[config.mk]
export PLATFORM = sky130hd
export DESIGN_NAME = ret_stack
export DESIGN_NICKNAME = d
export VERILOG_FILES = /design/src/rtl/ret_stack.sv
export SDC_FILE = /design/constraint.sdc
export NUM_CORES = 1
export LEC_CHECK = 0
export ABC_AREA = 1
export BUFFER_PORTS_ARGS = -buffer_cell sky130_fd_sc_hd__buf_4
export CAP_MARGIN = 0
export CORE_ASPECT_RATIO = 1.2
export CORE_UTILIZATION = 45
export CTS_CLUSTER_DIAMETER = 150
export DETAILED_ROUTE_END_ITERATION = 8
export MAX_ROUTING_LAYER = met4
export SYNTH_ARGS = -nofsm -noshare
export SYNTH_HDL_FRONTEND = slang
export SYNTH_SLANG_ARGS = --single-unit
export TNS_END_PERCENT = 10
[constraint.sdc]
create_clock -name clk -period 2.98 [get_ports clk]
set_input_delay 0.745 -clock clk [delete_from_list [all_inputs] [get_ports clk]]
set_output_delay 0.745 -clock clk [all_outputs]
set_load 0.01 [all_outputs]
[src/rtl/ret_stack.sv]
`default_nettype none
// ============================================================================
// Module   : ret_stack
// Purpose  : Hardware return-address stack feeding a program counter's
//            jump-target / load interface. A call pushes its return address;
//            a return pops the top entry and presents it as a registered,
//            one-cycle load request. Pure storage and handshake logic.
//
// Ports    : clk        in   1      rising-edge clock
//            reset      in   1      synchronous, active-high reset
//            push       in   1      store push_addr on top of stack
//            push_addr  in   WIDTH  return address to store
//            pop        in   1      remove top entry and issue it to the PC
//            target     out  WIDTH  registered jump address (PC 'in')
//            load       out  1      registered one-cycle strobe (PC 'load')
//            count      out  CW     valid entries, 0..DEPTH
//            empty      out  1      count == 0
//            full       out  1      count == DEPTH
//            overflow   out  1      sticky: a push was dropped
//            underflow  out  1      sticky: a pop hit an empty stack
//
// Revision : 1.0  initial release
// ============================================================================
module ret_stack #(
    parameter int WIDTH = 16,
    parameter int DEPTH = 8,
    localparam int CW = $clog2(DEPTH + 1)
) (
    input  logic             clk,
    input  logic             reset,
    input  logic             push,
    input  logic [WIDTH-1:0] push_addr,
    input  logic             pop,
    output logic [WIDTH-1:0] target,
    output logic             load,
    output logic [CW-1:0]    count,
    output logic             empty,
    output logic             full,
    output logic             overflow,
    output logic             underflow
);

    // Index width for the storage array; DEPTH need not be a power of two.
    localparam int c_IW = (DEPTH > 1) ? $clog2(DEPTH) : 1;

    logic [WIDTH-1:0] r_mem [DEPTH];
    logic [CW-1:0]    r_count;
    logic [WIDTH-1:0] r_target;
    logic             r_load;
    logic             r_overflow;
    logic             r_underflow;

    logic             w_empty;
    logic             w_full;
    logic [c_IW-1:0]  w_top_idx;
    logic [c_IW-1:0]  w_push_idx;
    logic             w_mem_we;
    logic [c_IW-1:0]  w_mem_widx;

    assign w_empty = (r_count == '0);
    assign w_full  = (r_count == CW'(DEPTH));

    // Top-of-stack index (pre-update) and next free slot. w_top_idx is only
    // used when not empty; w_push_idx only when not full, so truncation is
    // safe in both cases.
    assign w_top_idx  = c_IW'(r_count - CW'(1));
    assign w_push_idx = c_IW'(r_count);

    // Memory write decision: a plain push writes the next free slot; a
    // same-cycle push/pop on a non-empty stack replaces the top entry.
    // A push/pop on an empty stack bypasses storage entirely.
    always_comb begin
        w_mem_we   = 1'b0;
        w_mem_widx = w_push_idx;
        if (!reset && push) begin
            if (pop) begin
                if (!w_empty) begin
                    w_mem_we   = 1'b1;
                    w_mem_widx = w_top_idx;
                end
            end else if (!w_full) begin
                w_mem_we   = 1'b1;
                w_mem_widx = w_push_idx;
            end
        end
    end

    // Storage has no reset: contents are meaningless until pushed.
    always_ff @(posedge clk) begin
        if (w_mem_we) begin
            r_mem[w_mem_widx] <= push_addr;
        end
    end

    always_ff @(posedge clk) begin
        if (reset) begin
            r_count     <= '0;
            r_target    <= '0;
            r_load      <= 1'b0;
            r_overflow  <= 1'b0;
            r_underflow <= 1'b0;
        end else begin
            r_load <= 1'b0;
            if (push && pop) begin
                // Tail-call: issue the old top, count unchanged, legal when full.
                r_load <= 1'b1;
                if (w_empty) begin
                    r_target <= push_addr;
                end else begin
                    r_target <= r_mem[w_top_idx];
                end
            end else if (push) begin
                if (w_full) begin
                    r_overflow <= 1'b1;
                end else begin
                    r_count <= r_count + CW'(1);
                end
            end else if (pop) begin
                if (w_empty) begin
                    r_underflow <= 1'b1;
                end else begin
                    r_target <= r_mem[w_top_idx];
                    r_load   <= 1'b1;
                    r_count  <= r_count - CW'(1);
                end
            end
        end
    end

    assign target    = r_target;
    assign load      = r_load;
    assign count     = r_count;
    assign empty     = w_empty;
    assign full      = w_full;
    assign overflow  = r_overflow;
    assign underflow = r_underflow;

endmodule
`default_nettype wire

# After elaboration in Yosys (flattened, before gate mapping)
# Memories as Yosys holds them, arrays and structs flattened.
# Cells that the tools add are included.
word_totals:
  ff_bits: 23
  latch_bits: 0
  ramBits: 128
  mem_bits_ro: 0
  in_bits: 20
  output_inout_bits: 25
  elab_cells: 46
  mem_count: 1
memory_table:
  columns: ["name", "depth", "word_bits", "rd", "rd_ports_with_merged_regs", "write_ports", "line", "source"]
  rows:
  - ["r_mem", 8, 16, 1, 0, 1, "46", "logic [WIDTH-1:0] r_mem [DEPTH];"]
op_classes:
  addsub: 2
  multipliers: 0
  div: 0
  magnitude_cmp: 0
  eq_ne: 5
  shifts: 0
  muxes: 21
  bitwise: 2
  n_reduce_logical: 10
op_table:
  columns: ["cell", "n"]
  rows:
  - ["$mux W16", 5]
  - ["$mux W4", 4]
  - ["$mux W1", 9]
  - ["$mux W3", 3]
  - ["$reduce_and A4 Y1", 2]
  - ["$reduce_and A3 Y1", 2]
  - ["$add A4 B1 Y4 const B", 1]
  - ["$eq A4 B4 Y1 const B", 1]
  - ["$logic_not A4 Y1", 1]
  - ["$ne A2 B1 Y1 const B", 2]
  - ["$ne A2 B2 Y1 const B", 2]
  - ["$reduce_bool A2 Y1", 2]
  - ["$sub A4 B1 Y4 const B", 1]
  - ["$logic_and A1 B1 Y1", 2]
  - ["$not A1 Y1", 2]
  - ["$logic_not A1 Y1", 1]

# Longest topological paths before layout
logic_depth:
  word_depth: 6
  depth_mapped: 13
  ltp_nobuf: 10

# Worst setup path before layout
# OpenSTA, ideal clock, no wires.
synth_timing:
  kind: "reg2reg"
  start: "register r_count[0] (netlist: count[0])"
  end: "memory r_mem[0][0], enable pin"
  setup_time_ns: 0.388
  arrival_ns: 2.331
  required_ns: 2.592
  path_slack_ns: 0.261
  stages_incl_launch_ff: 11
  n_path_buf: 4
  period_less_slack_ns: 2.719
  path_cell_list: "dfxtp_1 > buf_2 > inv_2 > buf_2 > ha_1 > buf_2 > inv_2 > buf_2 > o21ai_2 > nand2_1 > nor2_1"
synth_between:
  elab_chain_len: 6
  word_cells_on_any_way: 12
synth_rtl:
  columns: ["item", "line", "source"]
  rows:
  - ["start: declaration", "47", "logic [CW-1:0] r_count;"]
  - ["start signal: assignment", "116", "r_count <= r_count + CW'(1);"]
  - ["start signal: assignment", "124", "r_count <= r_count - CW'(1);"]
  - ["$eq A4 B4 Y1 or $logic_not A4 Y1 (tied branches)", "61, 60", null]
  - ["$mux W1 (on tied branches)", "81, 77", null]
  - ["$mux W1", "76", "if (pop) begin"]
  - ["$mux W1", "75", "if (!reset && push) begin"]
  - ["$mux W1", "90", "if (w_mem_we) begin"]
  - ["$mux W1 (implied by the code)", "91", "r_mem[w_mem_widx] <= push_addr;"]
  - ["end: declaration", "46", null]
# Several ways; a longest one is shown, not always the timed one.

# Final worst setup path
layout_timing:
  start: "register r_count[0] (netlist: count[0])"
  end: "output port empty"
layout_between:
  elab_chain_len: 1
layout_rtl:
  columns: ["item", "line", "source"]
  rows:
  - ["$logic_not A4 Y1", "60", "assign w_empty = (r_count == '0);"]
  - ["end: declaration", "37", "output logic empty,"]
# Every way passes these cells.

==> results.md <==
* Storage element area at 4305 um2
* Min cycle time layout at around 2.5 ns
* Final Max Tran Viols at 0
* Outcome: finished with violations
* Final wirelength at 14520 um
* Max Freq at around 400 MHz
* CTS tree: done
* Family with the most delay on the worst path: buffers and inverters
* Worst Hold Class: flop to flop
* Longest Clk Path Bufs at 2
* Yosys cell types at 33
* CP Launch Type: flop
* ANT cells at 0
* M1 wire length at 6960 um
* GRT overflow at 0
* Core footprint at 14000 um2
* Inserted Clock Buffers at 17
* Port Buffer Count at between 40 and 50
* Setup TNS at 0 ns
* Largest net degree at the start of global routing at a little over 70
* Routed length on met2 at 6679 um
* Layout net count at 653
* Footprint of the multi-input gates at 1902 um2
* Clk slew on worst S/H paths at 0.06 ns
* Violated checks: DRC
* Pleak at around 2.8 nW
* Final setup vio count at 0
* Site Rows at 47
* Hold Buf Count CTS at 0
* Filler cell count at 1229
* Residual DRC count at 5
* Top Metal Used: met4
* Final hold violations at 0
* Clock tree sinks at approximately 150
* Worst Skew at 0.005528 ns
* Syn Area/Cell at approximately 11 um2
* Iteration-0 DRC Markers at about 450
* Detailed Routing Iterations Pass 1 at 7
* Number of I/O pins at 45
* Global placement routability congestion at between 0.9 and 1
* Final worst-path cycle share at 82.72%
* Worst path max stage delay at around 0.34 ns
* Syn Inst Count at 583
* Max-slew headroom at 53.61%
* Most frequent cells in the layout: nand2_1, edfxtp_1, nand3_1
* PostCTS Resize Cnt at 0
* Antenna Violating Nets Remaining at 0
* RSZ-0062 raised after global routing: false
* Max FO, Critical Path at 24
* Die H at roughly 130 um
* Wire length per cell at 17.84 um
* First-pass GRT wire length at 23230 um
* Vias in the first global route at 4287
* Post-Syn Area at 6535 um2
* Final design utilization at around 54%
* Critical path capture point type: primary output
* Crit path required time at 2.24 ns
* Yosys reg bits at around 150
* Most common cell after layout, fill and taps aside: nand2_1
* Synth Warn # at 0
* Share of cells above drive strength 1 at 23.79%
* Vias per cell at about 5.3
* CP max-delay cell: ha_1
* Clock root buffer: clkbuf_16
* Critical-path cell list: inv_2, ha_1, nand2_2, nor2_2, buf_4
* Syn nets at 606
* H-Tree Depth at 4
* Post-CTS setup buffers at 0
* Layout area overhead at 14.63%
* Part of the Yosys area used for sequential elements at 65.86%
* Total GRT Usage at 21.48%
* Critical path arrival at 1.72 ns
* Crit Path Category: flop to primary output
* Initial Util at between 40% and 50%
* Routed via count at about 4300
* CP Buf/Inv Count at 2
* Worst-Margin Slew at 0.6958 ns
* Met3 wire len at 735 um
* Worst skew pair latency at ~0.42 ns
* Die area at 15010 um2
* Pwr Density at ~700 nW/um2
* Max Cap Viol at 0
* Die width at 112.0 um
* Initial antenna violation count at 0
* Hpwl dp at 9549 um
* Peak supply drop at 408.2 uV
[layout make-up]
type,count,area share [%]
sequential,151,57.47
timing repair buffer,60,6.013
clock inverter,14,1.787
inverter,13,0.7516
multi-input combinational,387,25.39
clock buffer,18,5.729
tap,171,2.856
[worst paths after layout]
kind	slack, ns	endpoint	depth (start not counted)	startpoint
setup / recovery	0.52	empty	5	count[0]
hold / removal	0.47	target[15]	2	target[15]
hold reg to reg	0.47	target[15]	2	target[15]
setup reg to reg	0.57	r_mem[4][10]	11	count[0]
[worst register-to-register path: stages, from the launching register on]
cell     delay, ns
dfxtp_2       0.32
inv_2         0.28
ha_1          0.34
nand2_2       0.14
nand2_4       0.11
inv_6         0.08
nand2_4       0.11
nand2_1       0.10
nand2_1       0.09
nand2_1       0.11
nor2_1        0.13
buf_4         0.26
[state kept, by name, indices dropped and copies added, names as in the netlist]
register	count
r_mem	128
target	16
count	4
load	1
overflow	1
underflow	1
[where the power goes]
| part | internal, mW | switching [mW] |
|---|---|---|
| Combinational | 0.308 | 0.639 |
| Sequential | 2.37 | 0.0384 |
| Clock | 1.22 | 0.814 |
[routing by layer]
layer | vias to the layer above | track usage [%]
met4 | 0 | 6.741
met3 | 15 | 4.700
li1 | 2112 | -
met2 | 119 | 31.99
met1 | 2043 | 29.52
met5 | - | -
[Yosys cell counts (all sizes together)]
| master | count | share of area [%] |
|---|---|---|
| clkbuf | 10 | 1.4 |
| nand2 | 184 | 11 |
| dlymetal6s2s | 1 | 0.19 |
| edfxtp | 128 | 59 |
| nand3 | 119 | 10 |
| nand4 | 2 | 0.19 |
| a31oi | 1 | 0.096 |
| nor2 | 46 | 3.2 |
| ha | 3 | 0.57 |
| buf | 21 | 2.6 |
| o31ai | 1 | 0.11 |
| o21a | 1 | 0.11 |
| dfxtp | 23 | 7.0 |
| inv | 13 | 0.86 |
| a21oi | 20 | 2.1 |
| o21ai | 8 | 1.1 |
| xor2 | 1 | 0.13 |
| nor3 | 1 | 0.077 |
[per-stage QoR]
stage / power [mW] / setup WS [ns] / hold slack (ns) / instance area, um2 / cells
after global placement: 3.381 / 0.6326 / 0.4543 / 6928 / 782
after floorplan: 3.146 / 0.2610 / 0.4855 / 6535 / 583
after CTS: 5.430 / 0.4985 / 0.4743 / 7491 / 814
final: 5.386 / 0.5150 / 0.4711 / 7491 / 814
after global routing: 5.622 / 0.3636 / 0.4890 / 7491 / 814
after detailed placement: 3.393 / 0.6294 / 0.4602 / 6928 / 782
[logic make-up after synthesis]
logic type / share of synthesized area, %
adder cells (fa/ha/maj): 0.5744
AO/OA/AOI/OAI: 3.504
buffers and inverters: 5.035
XOR/XNOR: 0.1340
flip-flops: 65.86
AND/OR/NAND/NOR: 24.89
Note: power is estimated with default switching activity, not from simulation.
